### src/rtl/light_pkg.sv
// Shared types for the light pattern player and its helpers.
package light_pkg;

  typedef enum logic [1:0] {
    ALL_ON    = 2'd0,
    CHASE     = 2'd1,
    BLINK     = 2'd2,
    ALTERNATE = 2'd3
  } light_mode_e;

  typedef enum logic [1:0] {
    IDLE = 2'd0,
    RUN  = 2'd1,
    DONE = 2'd2
  } player_state_e;

endpackage

### src/rtl/ms_tick_gen.sv
// Millisecond prescaler: counts enabled clk cycles and pulses tick once
// every CLKS_PER_MS of them. clr restarts the count from zero.
module ms_tick_gen
  import light_pkg::*;
#(
  parameter int CLKS_PER_MS = 50000
) (
  input  logic clk,
  input  logic rst_n,
  input  logic en,
  input  logic clr,
  output logic tick
);

  localparam int CNT_W = (CLKS_PER_MS > 1) ? $clog2(CLKS_PER_MS) : 1;
  localparam logic [CNT_W-1:0] LAST = CNT_W'(CLKS_PER_MS - 1);

  logic [CNT_W-1:0] count;

  assign tick = en && (count == LAST);

  always_ff @(posedge clk or negedge rst_n) begin
    if (!rst_n) begin
      count <= '0;
    end else if (clr) begin
      count <= '0;
    end else if (en) begin
      count <= tick ? '0 : count + 1'b1;
    end
  end

endmodule

### src/rtl/light_pattern_player.sv
// Plays one of four light patterns for a programmed number of milliseconds,
// then pulses finished. Optional abort input enabled by LIGHT_PATTERN_ABORT_EN.
module light_pattern_player
  import light_pkg::*;
#(
  parameter int NUM_LIGHTS  = 8,
  parameter int CLKS_PER_MS = 50000,
  parameter int DUR_W       = 16,
  parameter int STEP_MS     = 250
) (
  input  logic                  clk,
  input  logic                  rst_n,
  input  logic                  go,
  input  logic [1:0]            mode,
  input  logic [DUR_W-1:0]      duration_ms,
`ifdef LIGHT_PATTERN_ABORT_EN
  input  logic                  abort,
`endif
  output logic                  busy,
  output logic                  finished,
  output logic [NUM_LIGHTS-1:0] lights
);

  localparam int STEP_W = (STEP_MS > 1) ? $clog2(STEP_MS) : 1;
  localparam logic [STEP_W-1:0] STEP_LAST = STEP_W'(STEP_MS - 1);

  player_state_e         state_q;
  player_state_e         state_d;
  logic                  accept;
  logic                  abort_req;
  logic                  ms_tick;
  light_mode_e           mode_q;
  logic [DUR_W-1:0]      dur_q;
  logic [DUR_W-1:0]      ms_elapsed;
  logic [STEP_W-1:0]     step_cnt;
  logic [NUM_LIGHTS-1:0] pattern_q;
  logic [NUM_LIGHTS-1:0] alt_mask;
  logic [NUM_LIGHTS-1:0] init_pattern;
  logic [NUM_LIGHTS-1:0] next_pattern;

`ifdef LIGHT_PATTERN_ABORT_EN
  assign abort_req = abort;
`else
  assign abort_req = 1'b0;
`endif

  ms_tick_gen #(
    .CLKS_PER_MS(CLKS_PER_MS)
  ) u_ms_tick_gen (
    .clk  (clk),
    .rst_n(rst_n),
    .en   (state_q == RUN),
    .clr  (accept),
    .tick (ms_tick)
  );

  always_ff @(posedge clk or negedge rst_n) begin
    if (!rst_n) begin
      state_q <= IDLE;
    end else begin
      state_q <= state_d;
    end
  end

  // A duration match and an abort in the same cycle both just select DONE,
  // so they can never produce two pulses.
  always_comb begin
    state_d = state_q;
    accept  = 1'b0;
    case (state_q)
      IDLE: begin
        if (go) begin
          accept  = 1'b1;
          state_d = RUN;
        end
      end
      RUN: begin
        if ((ms_elapsed == dur_q) || abort_req) begin
          state_d = DONE;
        end
      end
      DONE:    state_d = IDLE;
      default: state_d = IDLE;
    endcase
  end

  always_comb begin
    alt_mask = '0;
    for (int i = 0; i < NUM_LIGHTS; i += 2) begin
      alt_mask[i] = 1'b1;
    end
    case (light_mode_e'(mode))
      ALL_ON:    init_pattern = '1;
      CHASE:     init_pattern = NUM_LIGHTS'(1);
      BLINK:     init_pattern = '1;
      ALTERNATE: init_pattern = alt_mask;
      default:   init_pattern = '0;
    endcase
    case (mode_q)
      ALL_ON:    next_pattern = pattern_q;
      CHASE:     next_pattern = {pattern_q[NUM_LIGHTS-2:0], pattern_q[NUM_LIGHTS-1]};
      BLINK:     next_pattern = ~pattern_q;
      ALTERNATE: next_pattern = ~pattern_q;
      default:   next_pattern = pattern_q;
    endcase
  end

  // ms_tick only fires in RUN, so the elapsed count and step counter freeze
  // everywhere else; the duration compare always exits before a wrap.
  always_ff @(posedge clk or negedge rst_n) begin
    if (!rst_n) begin
      mode_q     <= ALL_ON;
      dur_q      <= '0;
      ms_elapsed <= '0;
      step_cnt   <= '0;
      pattern_q  <= '0;
    end else if (accept) begin
      mode_q     <= light_mode_e'(mode);
      dur_q      <= duration_ms;
      ms_elapsed <= '0;
      step_cnt   <= '0;
      pattern_q  <= init_pattern;
    end else if (ms_tick) begin
      ms_elapsed <= ms_elapsed + 1'b1;
      if (step_cnt == STEP_LAST) begin
        step_cnt  <= '0;
        pattern_q <= next_pattern;
      end else begin
        step_cnt <= step_cnt + 1'b1;
      end
    end
  end

  always_comb begin
    busy     = (state_q != IDLE);
    finished = (state_q == DONE);
    lights   = (state_q == RUN) ? pattern_q : '0;
  end

endmodule

### config.mk
export PLATFORM = sky130hd
export DESIGN_NAME = light_pattern_player
export DESIGN_NICKNAME = d
export VERILOG_FILES = /design/src/rtl/light_pkg.sv /design/src/rtl/ms_tick_gen.sv /design/src/rtl/light_pattern_player.sv
export SDC_FILE = /design/constraint.sdc
export NUM_CORES = 1
export LEC_CHECK = 0
export ABC_AREA = 1
export CELL_PAD_IN_SITES_DETAIL_PLACEMENT = 1
export CELL_PAD_IN_SITES_GLOBAL_PLACEMENT = 2
export CORE_MARGIN = 10
export CORE_UTILIZATION = 30
export CTS_CLUSTER_SIZE = 40
export DETAILED_ROUTE_END_ITERATION = 12
export GPL_TIMING_DRIVEN = 0
export HOLD_SLACK_MARGIN = 0.15
export PLACE_DENSITY = 0.81
export SLEW_MARGIN = 20
export SYNTH_ARGS = -nofsm -noshare
export SYNTH_HDL_FRONTEND = slang
export SYNTH_SLANG_ARGS = --single-unit
### constraint.sdc
create_clock -name clk -period 1.9 [get_ports clk]
set_clock_uncertainty 0.2 [all_clocks]
set_input_delay 0.19 -clock clk [delete_from_list [all_inputs] [get_ports clk]]
set_output_delay 0.19 -clock clk [all_outputs]
set_load 0.005 [all_outputs]
## Yosys cells after proc, flatten, opt, wreduce, memory -nomap -nowiden

Cells that the tools add are included.
Widths: inputs -> output; s select.

| storage, ports and cells | value |
|---|---|
| register bits after elaboration | 68 |
| input bits | 21 |
| output and inout bits | 10 |
| word-level logic and storage cells | 56 |

| cells by class | value |
|---|---|
| $add $sub $neg | 3 |
| eq/ne operators | 14 |
| mux-type cells | 19 |
| bitwise logic cells | 1 |
| reductions and logical operators | 12 |

Operators with widths:

| kind | number |
|---|---|
| $mux 16 | 5 |
| $mux 8 | 7 |
| $add 16x1->16 const B | 2 |
| $pmux 8 s3 | 1 |
| $eq 16x16->1 | 1 |
| $eq 16x16->1 const B | 1 |
| $pmux 8 s2 | 1 |
| $eq 2x2->1 const B | 5 |
| $add 8x1->8 const B | 1 |
| $eq 8x8->1 const B | 1 |
| $not 8->8 | 1 |
| $reduce_bool 2->1 | 4 |
| $eq 2x1->1 const B | 3 |
| $logic_not 2->1 | 3 |
| $ne 2x2->1 const B | 3 |
| $mux 2 | 2 |
| $pmux 2 s2 | 1 |
| $reduce_or 2->1 | 2 |
| $reduce_and 3->1 | 1 |
| $mux 1 | 2 |
| $reduce_and 2->1 | 1 |
| $logic_and 1x1->1 | 1 |

## Depth between registers and ports, before layout

Gate-level depths: netlist of run 1.

| depth | value |
|---|---|
| depth after elaboration | 6 |
| mapped depth | 10 |
| mapped depth without buffers | 9 |

## Cells and area by module

A second synthesis of run 1 with hierarchy kept.

| second synthesis, totals | value |
|---|---|
| cell total of the unflattened synthesis | 563 |
| area total of the unflattened synthesis | 4,053.9 um2 |

By module, submodules not included:

| module | instances | cells an instance | area each (um2) | sequential area each (um2) |
|---|---|---|---|---|
| light_pattern_player | 1 | 406 | 2,954.1 | 1,301.2 |
| ms_tick_gen | 1 | 157 | 1,099.8 | 400.4 |

## Least setup slack after synthesis of run 1

Ideal clock, no wire load.

| timing | value |
|---|---|
| path type | register to register |
| from | reg u_ms_tick_gen.count[0] |
| to | reg u_ms_tick_gen.count[11] |
| library setup time | 0.069 ns |
| data arrival time | 1.372 ns |
| required time | 1.631 ns |
| setup slack | 0.259 ns |
| stages on the path, launching flop included | 10 |
| buffers on the path | 1 |
| clock period less this slack | 1.641 ns |
| path through | dfrtp_1 > ha_1 > nand3_1 > inv_1 > nand3_1 > nor2_4 > nor2_4 > buf_6 > nand2_1 > nor2_2 |

| on the way | value |
|---|---|
| cells in the longest elaborated chain, start to end | 5 |
| elaborated cells between the ends (all ways) | 6 |
| classes of those cells | add/sub (1); eq/ne (1); mux (3); reduce/logical (1) |

RTL lines:

| item | RTL line | source |
|---|---|---|
| start, declared | ms_tick_gen.sv:18 | `logic [CNT_W-1:0] count;` |
| start signal, assigned | ms_tick_gen.sv:28 | `count <= tick ? '0 : count + 1'b1;` |
| parallel branches: the longest is 2 deep, another holds $add 16x1->16 | -- |  |
| $mux 16 (*) | ms_tick_gen.sv:28 |  |
| $mux 16 (*) | ms_tick_gen.sv:27 | `end else if (en) begin` |
| $mux 16 (*) | ms_tick_gen.sv:25 | `end else if (clr) begin` |

Mark *: on every way between the ends. The select of a mux whose other input is x is not followed.
A chain may end at the register's enable or synchronous reset.

## Worst setup path after layout of run 1

| timing | value |
|---|---|
| from | reg u_ms_tick_gen.count[0] |
| to | reg pattern_q[6] |

| on the way | value |
|---|---|
| cells in the longest elaborated chain, start to end | 4 |

RTL lines:

| item | RTL line | source |
|---|---|---|
| $eq 16x16->1 | ms_tick_gen.sv:20 | `assign tick = en && (count == LAST);` |
| $logic_and 1x1->1 | ms_tick_gen.sv:20 |  |
| $reduce_bool 2->1 (no line) | -- |  |
| $reduce_and 3->1 (no line) | -- |  |
| end signal, assigned | light_pattern_player.sv:122 | `pattern_q <= init_pattern;` |
| end signal, assigned | light_pattern_player.sv:127 | `pattern_q <= next_pattern;` |
| end, declared | light_pattern_player.sv:36 | `logic [NUM_LIGHTS-1:0] pattern_q;` |

Every way passes these cells.

==> impl_metrics.tcl, run 1 <==
set metrics [dict create \
    grt-ovfl-total 0 \
    synth_nets 617 \
    hold_violations 0 \
    ys_warn_count 0 \
    seq_area_frac_synth_pct 41.1 \
    fin_crit_ns 1.78 \
    cts_buffers 9 \
    ff_latch_area_sq_um 1700 \
    synthCells 592 \
    fillers 1719 \
    num_vias 3946 \
    ioPinCount 31 \
    cap_violations 0 \
    crit_path_start_kind "flop" \
    core_sq_um 13400 \
    clk_latency_ns 0.34 \
    slew_headroom_pct 63.8 \
    critPathCaptureType "flop" \
    p_per_area_nw_per_um2 613 \
    status "complete, no violations" \
    ys_seq_elements 68 \
    fin_cells 824 \
    routedWlPerCell_microns 15.5 \
    slowest_stage "dfrtp_1" \
    drc 0 \
    placed_area_sq_um 4680 \
    cp.arrival_ns 1.86 \
    setup_viol 0 \
    ir_worst_vdd_v 0.000358 \
    design_area_sq_um 5090 \
    hp-class "input pin to async pin" \
    wl_microns 12700 \
    max_freq_ghz 0.563 \
    die_h_microns 138 \
    cts_sinks 68 \
    synthArstFlopShare_pct 100 \
    crit_chain "ha_4, nand3_2, nor2_1, nand3_2, nand2_4, buf_6, nand3_1, nand2_1" \
    num_antenna_cells 0 \
    dieWidth_microns 138 \
    rows 42 \
    multi_input_area_sq_um 2100 \
    cts-root-buf "clkbuf_16" \
    hold_slack_ns 0.144 \
    grt_pass1_vias 4167 \
    worst-setup-path-type "flop to flop" \
    synth_edf_count 0 \
    tritoncts "done" \
    dr.pass1.iters 4 \
    syn_area_sq_um 4140 \
    die_area_sq_um 18900 \
    initial_core_util_pct 30.9 \
    post-route-period-util_pct 93.5 \
    dp_hpwl_microns 9270 \
    p_leak_nw 2.54 \
    crit_path_frequent_cell "nand3_2" \
    cpPeakStageDelay_ns 0.42 \
    tightest_slew_ns 0.544 \
    grt.total_usage_pct 14.7 \
    syn_to_final_growth_pct 22.8 \
    syn_avg_cell_area_sq_um 7.00 \
    drtAntennaViolNets 0 \
    worstRegToRegCells 8 \
    htree_levels 3 \
    crit_fanout 10 \
    place_inst 799 \
    numPortBuffers 30 \
    place_congestion 0.817 \
    yosysUniqueCellTypes 34 \
    antenna_found_initial 0 \
    drive_gt1_share_pct 10.8 \
    final_nets 669 \
    grt_pass1_wl_microns 21600 \
    vias_per_cell 4.79 \
    drtIter0Drc 196 \
    slew_viol_final 0 \
    required_ns 1.98 \
    clk_pin_slew_ns 0.06 \
    cts_buffer_depth 2 \
    grt_max_degree 39 \
    ys.flop_type "dfrtp_1" \
]
## cell type report
type	instances	area share [%]
Tap cell	176	4.33
Sequential cell	68	33.4
Inverter	67	4.99
Clock inverter	2	0.197
Multi-Input combinational cell	439	41.4
Buffer	18	2.63
Clock buffer	13	5.11
Timing Repair Buffer	41	7.94
## routing by layer
layer  GRT usage (%)  vias up  wire [microns]
met5               0        -               0
met4            6.09        0             236
met3            2.95       16             414
met2            23.6       53            6020
met1            18.8     1900            6080
li1                -     1977               -
## final timing paths
kind / startpoint / slack, ns / endpoint
setup / recovery: u_ms_tick_gen.count[0] / 0.12 / pattern_q[6]
min in group clk: duration_ms[11] / 0.19 / dur_q[11]
max in group asynchronous: rst_n / 0.49 / u_ms_tick_gen.count[8]
hold / removal: rst_n / 0.14 / u_ms_tick_gen.count[6]
hold reg to reg: mode_q[0] / 0.30 / mode_q[0]
setup reg to reg: u_ms_tick_gen.count[0] / 0.12 / pattern_q[6]
## power by group
group / internal, mW / switching, mW / leakage, nW / total, mW
clock network: 0.944 / 0.640 / 0.135 / 1.58
logic: 0.0479 / 0.0400 / 1.59 / 0.0878
registers: 1.45 / 0 / 0.815 / 1.45
total: 2.44 / 0.680 / 2.54 / 3.12
## through the flow
step           util [%]  power (mW)  setup slack [ns]  TNS [ns]
3_5_place_dp       34.9        1.56            -0.178     -3.38
4_1_cts            37.7        3.17            0.0309         0
3_3_place_gp       34.8        1.55             -2.22   -152.52
5_1_grt            38.0        3.25           -0.0189   -0.0189
6_report           38.0        3.12             0.123         0
2_1_floorplan         -        1.48             0.259         0
## cells by family after synthesis
group,Yosys count,synth area share (%)
buffers and inverters,85,9.00
AND/OR/NAND/NOR,361,37.5
AO/OA/AOI/OAI,60,8.24
adder cells (fa/ha/maj),4,1.21
XOR/XNOR,13,2.75
multiplexers,1,0.242
flip-flops,68,41.1
## synth_stat cells, types with 2 or more instances
cell	instances	area [sq um]
nand2_1	207	777
nor2_1	70	263
dfrtp_1	68	1700
inv_1	62	233
nand3_1	49	245
o21ai_0	22	110
o21ai_1	19	95.1
nand4_1	15	93.8
xor2_1	11	96.3
buf_2	9	45.0
a21oi_1	8	40.0
buf_6	5	56.3
inv_2	5	18.8
nor3_1	5	25.0
o21ai_2	5	43.8
ha_1	4	50.1
nor2_4	4	45.0
nor2_2	3	18.8
nand2_2	2	12.5
nand2_4	2	22.5
nand3_4	2	35.0
o21bai_1	2	15.0
xnor2_1	2	17.5
## flip-flops by register name (all words and copies together) (netlist names)
register and count:
u_ms_tick_gen.count 16, step_cnt 8, mode_q 2, ms_elapsed 16
pattern_q 8, dur_q 16, state_q 2
## critical path, delay by kind of cell, from the launching register on
| family | cells | cell delay [ns] |
|---|---|---|
| and+or+nand+nor | 6 | 0.73 |
| DFF | 1 | 0.42 |
| buffers and inverters | 1 | 0.19 |
| adders and majority gates | 1 | 0.17 |
## cells in the final DEF (no fill, tap or decap), types with 7 or more instances in the layout
cell type	n
nor2_1	67
a21oi_1	8
clkdlybuf4s50_1	19
o21ai_0	22
buf_2	7
nand3_1	47
buf_4	8
dfrtp_1	68
nand4_1	15
clkbuf_16	9
dlygate4sd2_1	9
xor2_1	11
o21ai_1	19
nand2_1	207
inv_1	62
## what timing repair did
item / in CTS / in global routing
endpoints found under the hold margin: 68 / 0
setup endpoints to repair: 28 / 38
pin swaps: 3 / 4
setup buffers: 5 / 1
cloned: 0 / 0
hold buffers: 4 / 0
resized for setup: 14 / 9
(Power assumes the default switching activity.)
==> run 2: changes to the inputs <==
- PLACE_DENSITY: 0.81 -> 0.73
==> run 2 against run 1 <==
Net effect:
- register-to-register slack worse by 0.06 ns
- critical path depth up 2
- count of clock-buffer cells in the layout up 1
- setup slack worse by 0.061 ns
- wire length up 1.8%
- largest power group unchanged
- highest routed layer unchanged
==> impl_metrics.tcl, run 2 (same netlist as run 1, synthesis figures left out) <==
set metrics [dict create \
    status "complete, no violations" \
    dr.pass1.iters 4 \
    vias_per_cell 4.74 \
    reg_top3 "dur_q x16, ms_elapsed x16, u_ms_tick_gen.count x16" \
    dp_hpwl_microns 9310 \
    htree_levels 3 \
    final_nets 674 \
    grt.total_usage_pct 14.6 \
    tritoncts "done" \
    die_area_sq_um 18900 \
    syn_to_final_growth_pct 25.1 \
    grt_pass1_wl_microns 21600 \
    post-route-period-util_pct 96.7 \
    wl_microns 13000 \
    cts_sinks 68 \
    crit_fanout 10 \
    fillers 1699 \
    ir_worst_vdd_v 0.000367 \
    ff2ff_setup_slack_ns 0.06 \
    drtAntennaViolNets 0 \
    num_antenna_cells 0 \
    drtIter0Drc 241 \
    place_congestion 0.798 \
    worstRegToRegCells 10 \
    max_freq_ghz 0.544 \
    grt_pass1_vias 4069 \
    tightest_slew_ns 0.604 \
    crit_path_start_kind "flop" \
    worst_r2r_endpoint "ms_elapsed[12]" \
    cts_buffers 9 \
    rows 42 \
    clk_pin_slew_ns 0.06 \
    placed_area_sq_um 4690 \
    power_mw 3.19 \
    drive_gt1_share_pct 12.4 \
    cts_buffer_depth 2 \
    grt_max_degree 44 \
    num_vias 3931 \
    p_per_area_nw_per_um2 615 \
    required_ns 1.93 \
    design_area_sq_um 5180 \
    cap_violations 0 \
    cts-root-buf "clkbuf_16" \
    setup_viol 0 \
    hp-class "input pin to flop" \
    r2r_start "u_ms_tick_gen.count[1]" \
    worstHoldStart "duration_ms[7]" \
    dieWidth_microns 138 \
    final_common_cell "nand2_1" \
    slew_viol_final 0 \
    drc 0 \
    cp.arrival_ns 1.87 \
    die_h_microns 138 \
    clk_latency_ns 0.34 \
    p_leak_nw 2.59 \
    final_cell_mix "nand2_1, nor2_1, dfrtp_1, inv_1, nand3_1" \
    numPortBuffers 30 \
    critPathCaptureType "flop" \
    grt-ovfl-total 0 \
    crit_end "ms_elapsed[12]" \
    routedWlPerCell_microns 15.7 \
    fin_util_pct 38.7 \
    antenna_found_initial 0 \
    core_sq_um 13400 \
    worst-setup-path-type "flop to flop" \
    initial_core_util_pct 30.9 \
    slew_headroom_pct 59.7 \
    fin_crit_ns 1.84 \
    crit_start "u_ms_tick_gen.count[1]" \
    ioPinCount 31 \
    hold_violations 0 \
]
## run 2: final cells by class
type	count	area, sq um	share of cell area [%]
inverters	67	254	4.90
well taps	176	220	4.25
multi-input cells	439	2100	40.5
repair buffers	46	465	8.98
flip-flops and latches	68	1710	32.9
plain buffers	18	150	2.90
clock inverters	1	5.00	0.0965
clock buffers	14	284	5.48
## run 2: repair_timing
action	in CTS	in global routing
cloned	0	1
hold buffers	2	0
resized for setup	12	19
pin swaps	1	4
endpoints found under the setup margin	11	38
buffers inserted	2	10
hold endpoints to repair	68	0
## run 2: where the power goes
part	internal, mW	switching [mW]
registers	1.45	0
logic	0.0439	0.0388
clock network	1.02	0.639
total	2.51	0.677
## run 2: how the worst min path moves through the flow
stage,end,depth (start not counted)
finish,dur_q[7],3
global route,dur_q[9],3
CTS,dur_q[7],3
detailed placement,u_ms_tick_gen.count[15],1
global placement,mode_q[0],1
floorplan,dur_q[0],0
## run 2: stage by stage
step                worst slack, ns  TNS [ns]  instances  hold WS (ns)
finish                       0.0626         0        829         0.187
global route                -0.0431    -0.313        829         0.204
CTS                        -0.00216  -0.00216        818         0.178
detailed placement           -0.120     -1.99        799       -0.0556
global placement              -2.33   -159.84        798         0.277
floorplan                     0.259         0        592        -0.306
## run 2: layer usage
layer,GRT usage [%],routed length [microns],up-vias
met1,19.8,6540,1899
met2,22.7,5920,34
met4,4.63,174,0
met5,0,0,-
met3,3.10,348,12
li1,-,-,1986
## run 2: critical path: stages, from the launching register on
cell	delay [ns]
dfrtp_1	0.37
ha_2	0.20
nand3_2	0.10
inv_2	0.08
nand3_2	0.09
nor2_4	0.20
nor2_4	0.07
buf_12	0.14
buf_12	0.15
nand2_1	0.05
o21ai_0	0.07
